$ cat config.mk
export PLATFORM = sky130hd
export DESIGN_NAME = ysyx_22050535_ifu_fetch
export DESIGN_NICKNAME = d
export VERILOG_FILES = /design/src/rtl/ysyx_22050535_ifu_pkg.sv /design/src/rtl/ysyx_22050535_ifu_fetch.sv
export SDC_FILE = /design/constraint.sdc
export NUM_CORES = 1
export LEC_CHECK = 0
export CAP_MARGIN = 20
export CORE_MARGIN = 3
export CORE_UTILIZATION = 48
export DETAILED_ROUTE_END_ITERATION = 8
export PLACE_DENSITY = 0.86
export SETUP_SLACK_MARGIN = 0.02
export SYNTH_ARGS = -nofsm -noshare
export SYNTH_HDL_FRONTEND = slang
export SYNTH_SLANG_ARGS = --single-unit
$ cat constraint.sdc
create_clock -name clk -period 4.85 [get_ports clk]
set_clock_uncertainty 0.1 [all_clocks]
set_input_delay 0.7275 -clock clk [delete_from_list [all_inputs] [get_ports clk]]
set_output_delay 0.7275 -clock clk [all_outputs]
set_load 0.005 [all_outputs]
$ cat src/rtl/ysyx_22050535_ifu_pkg.sv
// Shared definitions for the instruction fetch stage: state encoding,
// default widths, reset PC and the NOP used for misaligned fetches.
package ysyx_22050535_ifu_pkg;

    localparam int          IFU_ADDR_WIDTH = 32;
    localparam int          IFU_INST_WIDTH = 32;
    localparam logic [31:0] IFU_RESET_PC   = 32'h8000_0000;
    localparam logic [31:0] IFU_NOP        = 32'h0000_0013;

    typedef enum logic [1:0] {
        ST_REQ  = 2'd0,
        ST_WAIT = 2'd1,
        ST_HOLD = 2'd2
    } ifu_state_t;

endpackage

$ cat src/rtl/ysyx_22050535_ifu_fetch.sv
// Multi-cycle instruction fetch: owns the PC, issues one imem request at a
// time and hands each instruction to decode over a valid/ready handshake.
//
// state | meaning
// REQ   | PC valid, requesting memory (or trapping a misaligned PC)
// WAIT  | request accepted, waiting for the single-cycle response
// HOLD  | instruction presented to decode until it is accepted
module ysyx_22050535_ifu_fetch
    import ysyx_22050535_ifu_pkg::*;
#(
    parameter int                    ADDR_WIDTH = IFU_ADDR_WIDTH,
    parameter int                    INST_WIDTH = IFU_INST_WIDTH,
    parameter logic [ADDR_WIDTH-1:0] RESET_PC   = ADDR_WIDTH'(IFU_RESET_PC)
) (
    input  logic                  clk,
    input  logic                  rst,
    input  logic                  redirect_valid,
    input  logic [ADDR_WIDTH-1:0] redirect_pc,
    output logic                  imem_req_valid,
    input  logic                  imem_req_ready,
    output logic [ADDR_WIDTH-1:0] imem_req_addr,
    input  logic                  imem_rsp_valid,
    input  logic [INST_WIDTH-1:0] imem_rsp_data,
    input  logic                  imem_rsp_err,
    output logic                  out_valid,
    input  logic                  out_ready,
    output logic [INST_WIDTH-1:0] out_inst,
    output logic [ADDR_WIDTH-1:0] out_pc,
    output logic                  out_err
);

    ifu_state_t            state_q, state_d;
    logic                  drop_q, drop_d;
    logic                  armed_q;
    logic [ADDR_WIDTH-1:0] pc_q, pc_d;
    logic                  valid_q, valid_d;
    logic [INST_WIDTH-1:0] inst_q, inst_d;
    logic [ADDR_WIDTH-1:0] opc_q, opc_d;
    logic                  err_q, err_d;
    logic                  misaligned;
    logic                  req_valid;
    logic                  req_fire;

    // armed_q keeps the request channel quiet until the first edge after reset release
    always_ff @(posedge clk or negedge rst) begin
        if (!rst) begin
            state_q <= ST_REQ;
            drop_q  <= 1'b0;
            armed_q <= 1'b0;
            pc_q    <= RESET_PC;
            valid_q <= 1'b0;
            inst_q  <= '0;
            opc_q   <= RESET_PC;
            err_q   <= 1'b0;
        end else begin
            state_q <= state_d;
            drop_q  <= drop_d;
            armed_q <= 1'b1;
            pc_q    <= pc_d;
            valid_q <= valid_d;
            inst_q  <= inst_d;
            opc_q   <= opc_d;
            err_q   <= err_d;
        end
    end

    always_comb begin
        state_d    = state_q;
        drop_d     = drop_q;
        pc_d       = pc_q;
        valid_d    = valid_q;
        inst_d     = inst_q;
        opc_d      = opc_q;
        err_d      = err_q;
        misaligned = (pc_q[1:0] != 2'b00);
        req_valid  = armed_q && (state_q == ST_REQ) && !misaligned;
        req_fire   = req_valid && imem_req_ready;

        if (redirect_valid) begin
            pc_d = redirect_pc;
            unique case (state_q)
                ST_REQ: begin
                    if (req_fire) begin
                        state_d = ST_WAIT;
                        drop_d  = 1'b1;
                    end
                end
                ST_WAIT: begin
                    if (imem_rsp_valid) begin
                        drop_d  = 1'b0;
                        state_d = ST_REQ;
                    end else begin
                        drop_d = 1'b1;
                    end
                end
                ST_HOLD: begin
                    valid_d = 1'b0;
                    state_d = ST_REQ;
                end
                default: state_d = ST_REQ;
            endcase
        end else begin
            unique case (state_q)
                ST_REQ: begin
                    if (misaligned) begin
                        state_d = ST_HOLD;
                        valid_d = 1'b1;
                        inst_d  = INST_WIDTH'(IFU_NOP);
                        opc_d   = pc_q;
                        err_d   = 1'b1;
                    end else if (req_fire) begin
                        state_d = ST_WAIT;
                    end
                end
                ST_WAIT: begin
                    if (imem_rsp_valid) begin
                        if (drop_q) begin
                            drop_d  = 1'b0;
                            state_d = ST_REQ;
                        end else begin
                            state_d = ST_HOLD;
                            valid_d = 1'b1;
                            inst_d  = imem_rsp_data;
                            opc_d   = pc_q;
                            err_d   = imem_rsp_err;
                        end
                    end
                end
                ST_HOLD: begin
                    if (out_ready) begin
                        pc_d    = pc_q + ADDR_WIDTH'(4);
                        valid_d = 1'b0;
                        state_d = ST_REQ;
                    end
                end
                default: state_d = ST_REQ;
            endcase
        end
    end

    assign imem_req_valid = req_valid;
    assign imem_req_addr  = pc_q;
    assign out_valid      = valid_q;
    assign out_inst       = inst_q;
    assign out_pc         = opc_q;
    assign out_err        = err_q;

endmodule

==> results of run 1 <==
-- sequential cells by signal, summed over array words and instances (netlist names) --
register       count
out_pc            32
imem_req_addr     32
armed_q            1
out_err            1
drop_q             1
out_valid          1
out_inst          32
state_q            2
-- logic make-up after synthesis --
group           share of synthesized area, %
simple gates                            19.0
flops                                   55.8
compound gates                          11.3
buf+inv                                 3.83
mux                                     7.60
xor+xnor                                2.10
fa+ha+maj                              0.273
other cells                           0.0819
-- per-layer routing --
layer | vias up | part of all wire (%)
met5 | - | 0
met4 | 0 | 3.3
met3 | 30 | 5.1
met2 | 135 | 50
met1 | 1911 | 42
li1 | 1893 | -
-- critical path, stage by stage --
cell and delay, ns:
clkdlybuf4s50_1 0.55, and4b_2 0.39, nand4_1 0.62, or4_1 0.70
a31oi_1 0.18
-- power by group --
part,internal (µW),switching [µW],total (µW)
Combinational,392,219,612
Clock,209,307,516
Sequential,995,103,1100
Total,1600,630,2230
-- path summary, 6_finish.rpt --
kind	from	to	slack, ns	depth (start not counted)
max	out_ready	imem_req_addr[23]	1.86	5
min	rst	out_inst[3]	0.30	1
max reg2reg	state_q[1]	imem_req_addr[23]	2.20	4
min reg2reg	out_inst[21]	out_inst[21]	0.39	2
max in group asynchronous	rst	imem_req_addr[15]	3.28	2
min in group clk	out_inst[21]	out_inst[21]	0.39	2
-- cell usage after synthesis, drive strengths merged, types with 7 or more instances --
master  instances
a31oi          13
buf             7
clkbuf         19
dfrtp         100
mux2           30
nand2          94
nand3          15
nand4          11
nor2           22
o21ai          54
o31ai          10
or4            16
xor2           10
-- stage by stage --
step           util, %  area (µm²)  hold slack [ns]  std cells
6_report          70.4        6510            0.303        738
5_1_grt           70.4        6510            0.347        738
4_1_cts           70.3        6490            0.327        737
3_5_place_dp      68.2        6300            0.369        721
3_3_place_gp      68.2        6300            0.362        721
2_1_floorplan        -        4580            0.332        448
-- cell usage in the layout, fill, tap and decap left out, types with 10 or more instances in the layout --
master and n:
nor2_1 22, o21ai_0 54, nand4_1 10, a31oi_1 13
or4_1 13, o31ai_1 10, xor2_1 10, mux2_2 30
nand2_1 94, clkbuf_8 10, clkdlybuf4s50_1 168, dfrtp_1 100
nand3_1 15
-- cell type report --
| cell class | count | area [µm²] | share of cell area, % |
|---|---|---|---|
| Sequential cell | 102 | 2550 | 39.3 |
| Clock inverter | 6 | 50.0 | 0.769 |
| Timing Repair Buffer | 172 | 1720 | 26.4 |
| Tap cell | 129 | 161 | 2.48 |
| Inverter | 6 | 22.5 | 0.346 |
| Clock buffer | 10 | 138 | 2.12 |
| Multi-Input combinational cell | 313 | 1860 | 28.6 |
==> qor.txt, run 1 <==
Area contributors post-synth: dfrtp_1 55%, nand2_1 7.7%, mux2_2 7.4%
Synth Cell Area: 4580 µm²
Core box area: 9240 µm²
Worst-margin pin slew: 0.952 ns
Grt peak-use layer: met2
Clock-pin slew on the worst setup and hold paths: 0.11 ns
Skew-Pair Late Insertion Delay: 0.36 ns
P&R area growth vs syn: 42.1%
Met2 Usage GRT: 37.5%
GPL Wtd Cong: 0.797
Antenna fix cells: 0
Die Ht: 104 µm
Hold Vio Cnt, Final: 0
Setup_tns: 0 ns
Top cell type by total area after synthesis: dfrtp_1
Startpoint types: input pin
CTS tree: built
Die X: 104 µm
Ys async rst share: 100%
Post-CTS Setup Bufs: 0
Ys Warns: 0
ANT nets after route: 0
Residual DRC count: 0
Maximum vdd ir drop: 0.000218 V
Clock Path Buffers: 2
Netlist cell types: 43
Arrival time at the worst endpoint: 3.17 ns
Initial antenna violation count: 0
Mapped Avg Cell Area: 10.2 µm²
Critical Path RT: 5.04 ns
Fill cells: 685
Tot GR Track Use: 22.3%
Htree depth: 3
Final slew viol count: 0
Initial drt markers: 226
Hold Path Class: input pin to async pin
Root cell of the clock tree: clkbuf_8
Die area: 10700 µm²
Final setup fails: 0
Max-Cap Viols: 0
Yosys reg bits: 102
Syn Nets: 520
Drt total wl: 11900 µm
Total power: 2230 µW
Slew Limit Headroom: 36.5%
RSZ-0062 raised after global routing: false
First-pass GRT wire length: 19700 µm
I/O Buffers: 169
Ys flop type: dfrtp_1
Ratio of cells with drive above 1 in the final layout: 10.3%
Via/cell ratio: 5.38
IO Pins: 170
Post-synth top area share: 54.6%
Total grt overflow: 0
Clk sinks: 102
Drt pass-1 iters: 4
Largest net degree at the start of global routing: 103
Via count: 3969
Status: finished clean
CTS Buf Count: 9
Max Fanout on Critical Path: 19
Maximum clock rate: 335 MHz
Effective utilization at floorplan: 49.6%
Power Density: 342 nW/µm²
Fin crit period: 2.99 ns
Resized cells post-CTS: 0
Vias in the first global route: 3959
Met1 Track Usage GR: 28.3%
Routed length per placed instance: 16.1 µm
Layout Nets: 676
Setup WS pre-CTS: 1.48 ns
Row count: 35
Post-DP HPWL: 8510 µm
Cell count after synthesis: 448
Met3 GRT Util: 4.55%
CP Class: input pin to flip-flop
PnR worst setup slack: 1.86 ns
Post-CTS Hold Fix Bufs: 0
Seq/Total Area, Yosys: 55.8%
Leakage: 0.00262 µW
Final Cycle Share: 61.6%
Number of synthesized flops with an enable pin: 0
Setup crit end kind: flip-flop
Note: power is estimated with default switching activity, not from simulation.
==> run 2: changes to the inputs <==
--- a/config.mk
+++ b/config.mk
@@ -7,9 +7,9 @@
 export LEC_CHECK = 0
 export CAP_MARGIN = 20
 export CORE_MARGIN = 3
-export CORE_UTILIZATION = 48
+export CORE_UTILIZATION = 40
 export DETAILED_ROUTE_END_ITERATION = 8
-export PLACE_DENSITY = 0.86
+export PLACE_DENSITY = 0.76
 export SETUP_SLACK_MARGIN = 0.02
 export SYNTH_ARGS = -nofsm -noshare
 export SYNTH_HDL_FRONTEND = slang
==> constraint.sdc (replaced) <==
create_clock -name clk -period 2.7 [get_ports clk]
set_clock_uncertainty 0.1 [all_clocks]
set_input_delay 0.405 -clock clk [delete_from_list [all_inputs] [get_ports clk]]
set_output_delay 0.405 -clock clk [all_outputs]
set_load 0.005 [all_outputs]
==> qor.txt, run 2 (synthesized netlist as in run 1, its figures left out) <==
Status: finished clean
Htree depth: 3
Fin crit period: 2.24 ns
Drt pass-1 iters: 4
Row count: 38
Tot GR Track Use: 19.3%
Residual DRC count: 0
GPL Wtd Cong: 0.818
CTS Buf Count: 9
Ratio of cells with drive above 1 in the final layout: 11.1%
Critical Path RT: 2.83 ns
Flop2flop setup slack: 0.46 ns
Vias in the first global route: 3912
Final slew viol count: 0
Maximum vdd ir drop: 0.000340 V
Via count: 3998
Area of the multi-input gates: 1860 µm²
Die area: 12800 µm²
Layout Nets: 682
Max Fanout on Critical Path: 102
Clk sinks: 102
Die Ht: 113 µm
FF-to-FF Start: imem_req_addr[1]
Post-placement cell area: 6360 µm²
Fill cells: 932
Initial drt markers: 147
Clock Path Buffers: 2
Skew-Pair Late Insertion Delay: 0.35 ns
Final setup fails: 0
Setup crit end kind: flip-flop
Most frequent cells in the layout: 168 x clkdlybuf4s50_1, 100 x dfrtp_1, 94 x nand2_1
Final Cycle Share: 82.9%
Total grt overflow: 0
Initial antenna violation count: 0
Cell area after layout: 6700 µm²
CP startpoint: imem_req_addr[1]
Startpoint types: flip-flop
Hold Path Class: flip-flop to flip-flop
Slew Limit Headroom: 35.3%
CTS tree: built
Hold Vio Cnt, Final: 0
RSZ-0062 raised after global routing: false
Most common cell after layout, fill and taps aside: clkdlybuf4s50_1
Post-CTS Setup Bufs: 0
Register area: 2550 µm²
Clock-pin slew on the worst setup and hold paths: 0.07 ns
I/O Buffers: 169
First-pass GRT wire length: 19900 µm
Maximum clock rate: 447 MHz
Drt total wl: 12100 µm
Arrival time at the worst endpoint: 2.37 ns
Post-DP HPWL: 8700 µm
Resized cells post-CTS: 0
ANT nets after route: 0
Root cell of the clock tree: clkbuf_16
IO Pins: 170
Core box area: 11000 µm²
P&R area growth vs syn: 46.2%
Setup_tns: 0 ns
Leakage: 0.00270 µW
Worst-margin pin slew: 0.971 ns
Max-Cap Viols: 0
Power Density: 669 nW/µm²
CP Class: flip-flop to flip-flop
Die X: 113 µm
Via/cell ratio: 5.30
Routed length per placed instance: 16.1 µm
Hold Path Origin: out_inst[9]
Post-CTS Hold Fix Bufs: 1
Effective utilization at floorplan: 41.5%
Largest net degree at the start of global routing: 103
Antenna fix cells: 0
run 2: cell types whose count changed in the layout (fill, tap and decap cells not counted), sizes merged:
cell	delta
buf	+5
bufinv	+2
clkinv	+1
clkinvlp	+1
dlygate4sd3	+1
inv	-4
run 2: path summary, 6_finish.rpt:
check,end,cells past startpoint
worst max-delay path,out_pc[1],3
worst min-delay path,out_inst[9],2
worst max register to register,out_pc[1],3
worst min register to register,out_inst[9],2
max in group asynchronous,imem_req_addr[31],3
min in group asynchronous,out_pc[15],2
run 2: stage by stage:
stage          util (%)  total power [µW]  hold WS [ns]  std cells  worst slack (ns)
6_report           60.7              4480         0.377        755             0.461
5_1_grt            60.7              4720         0.422        755             0.300
4_1_cts            60.7              4530         0.384        755             0.463
3_5_place_dp       57.7              3120         0.303        738             0.145
3_3_place_gp       57.7              3070         0.298        738             0.197
2_1_floorplan         -              2370       0.00941        448             0.715
run 2: power by group:
| group | internal, µW | leakage, µW | total, µW | switching (µW) |
|---|---|---|---|---|
| clock | 834 | 0.000154 | 1400 | 568 |
| combinational | 706 | 0.00129 | 1090 | 388 |
| sequential | 1790 | 0.00126 | 1980 | 192 |
| total | 3330 | 0.00270 | 4480 | 1150 |
run 2: final cells by class:
type                            count  share of cell area, %
Multi-Input combinational cell    313                   27.8
Tap cell                          140                   2.62
Clock inverter                      6                   1.27
Inverter                            6                  0.336
Timing Repair Buffer              178                   26.3
Clock buffer                       10                   3.57
Sequential cell                   102                   38.2
run 2: metal layers:
layer | GRT usage [%] | up-vias | part of all wire, %
met2 | 31.8 | 120 | 50
met3 | 4.65 | 13 | 5.4
met5 | 0 | - | 0
met1 | 24.8 | 1957 | 43
met4 | 6.89 | 0 | 1.9
li1 | - | 1908 | -
run 2: critical path, stage by stage, from the launching register on:
cell      delay, ns
dfrtp_1        0.43
o21bai_1       0.30
a211o_4        0.80
mux2_2         0.42
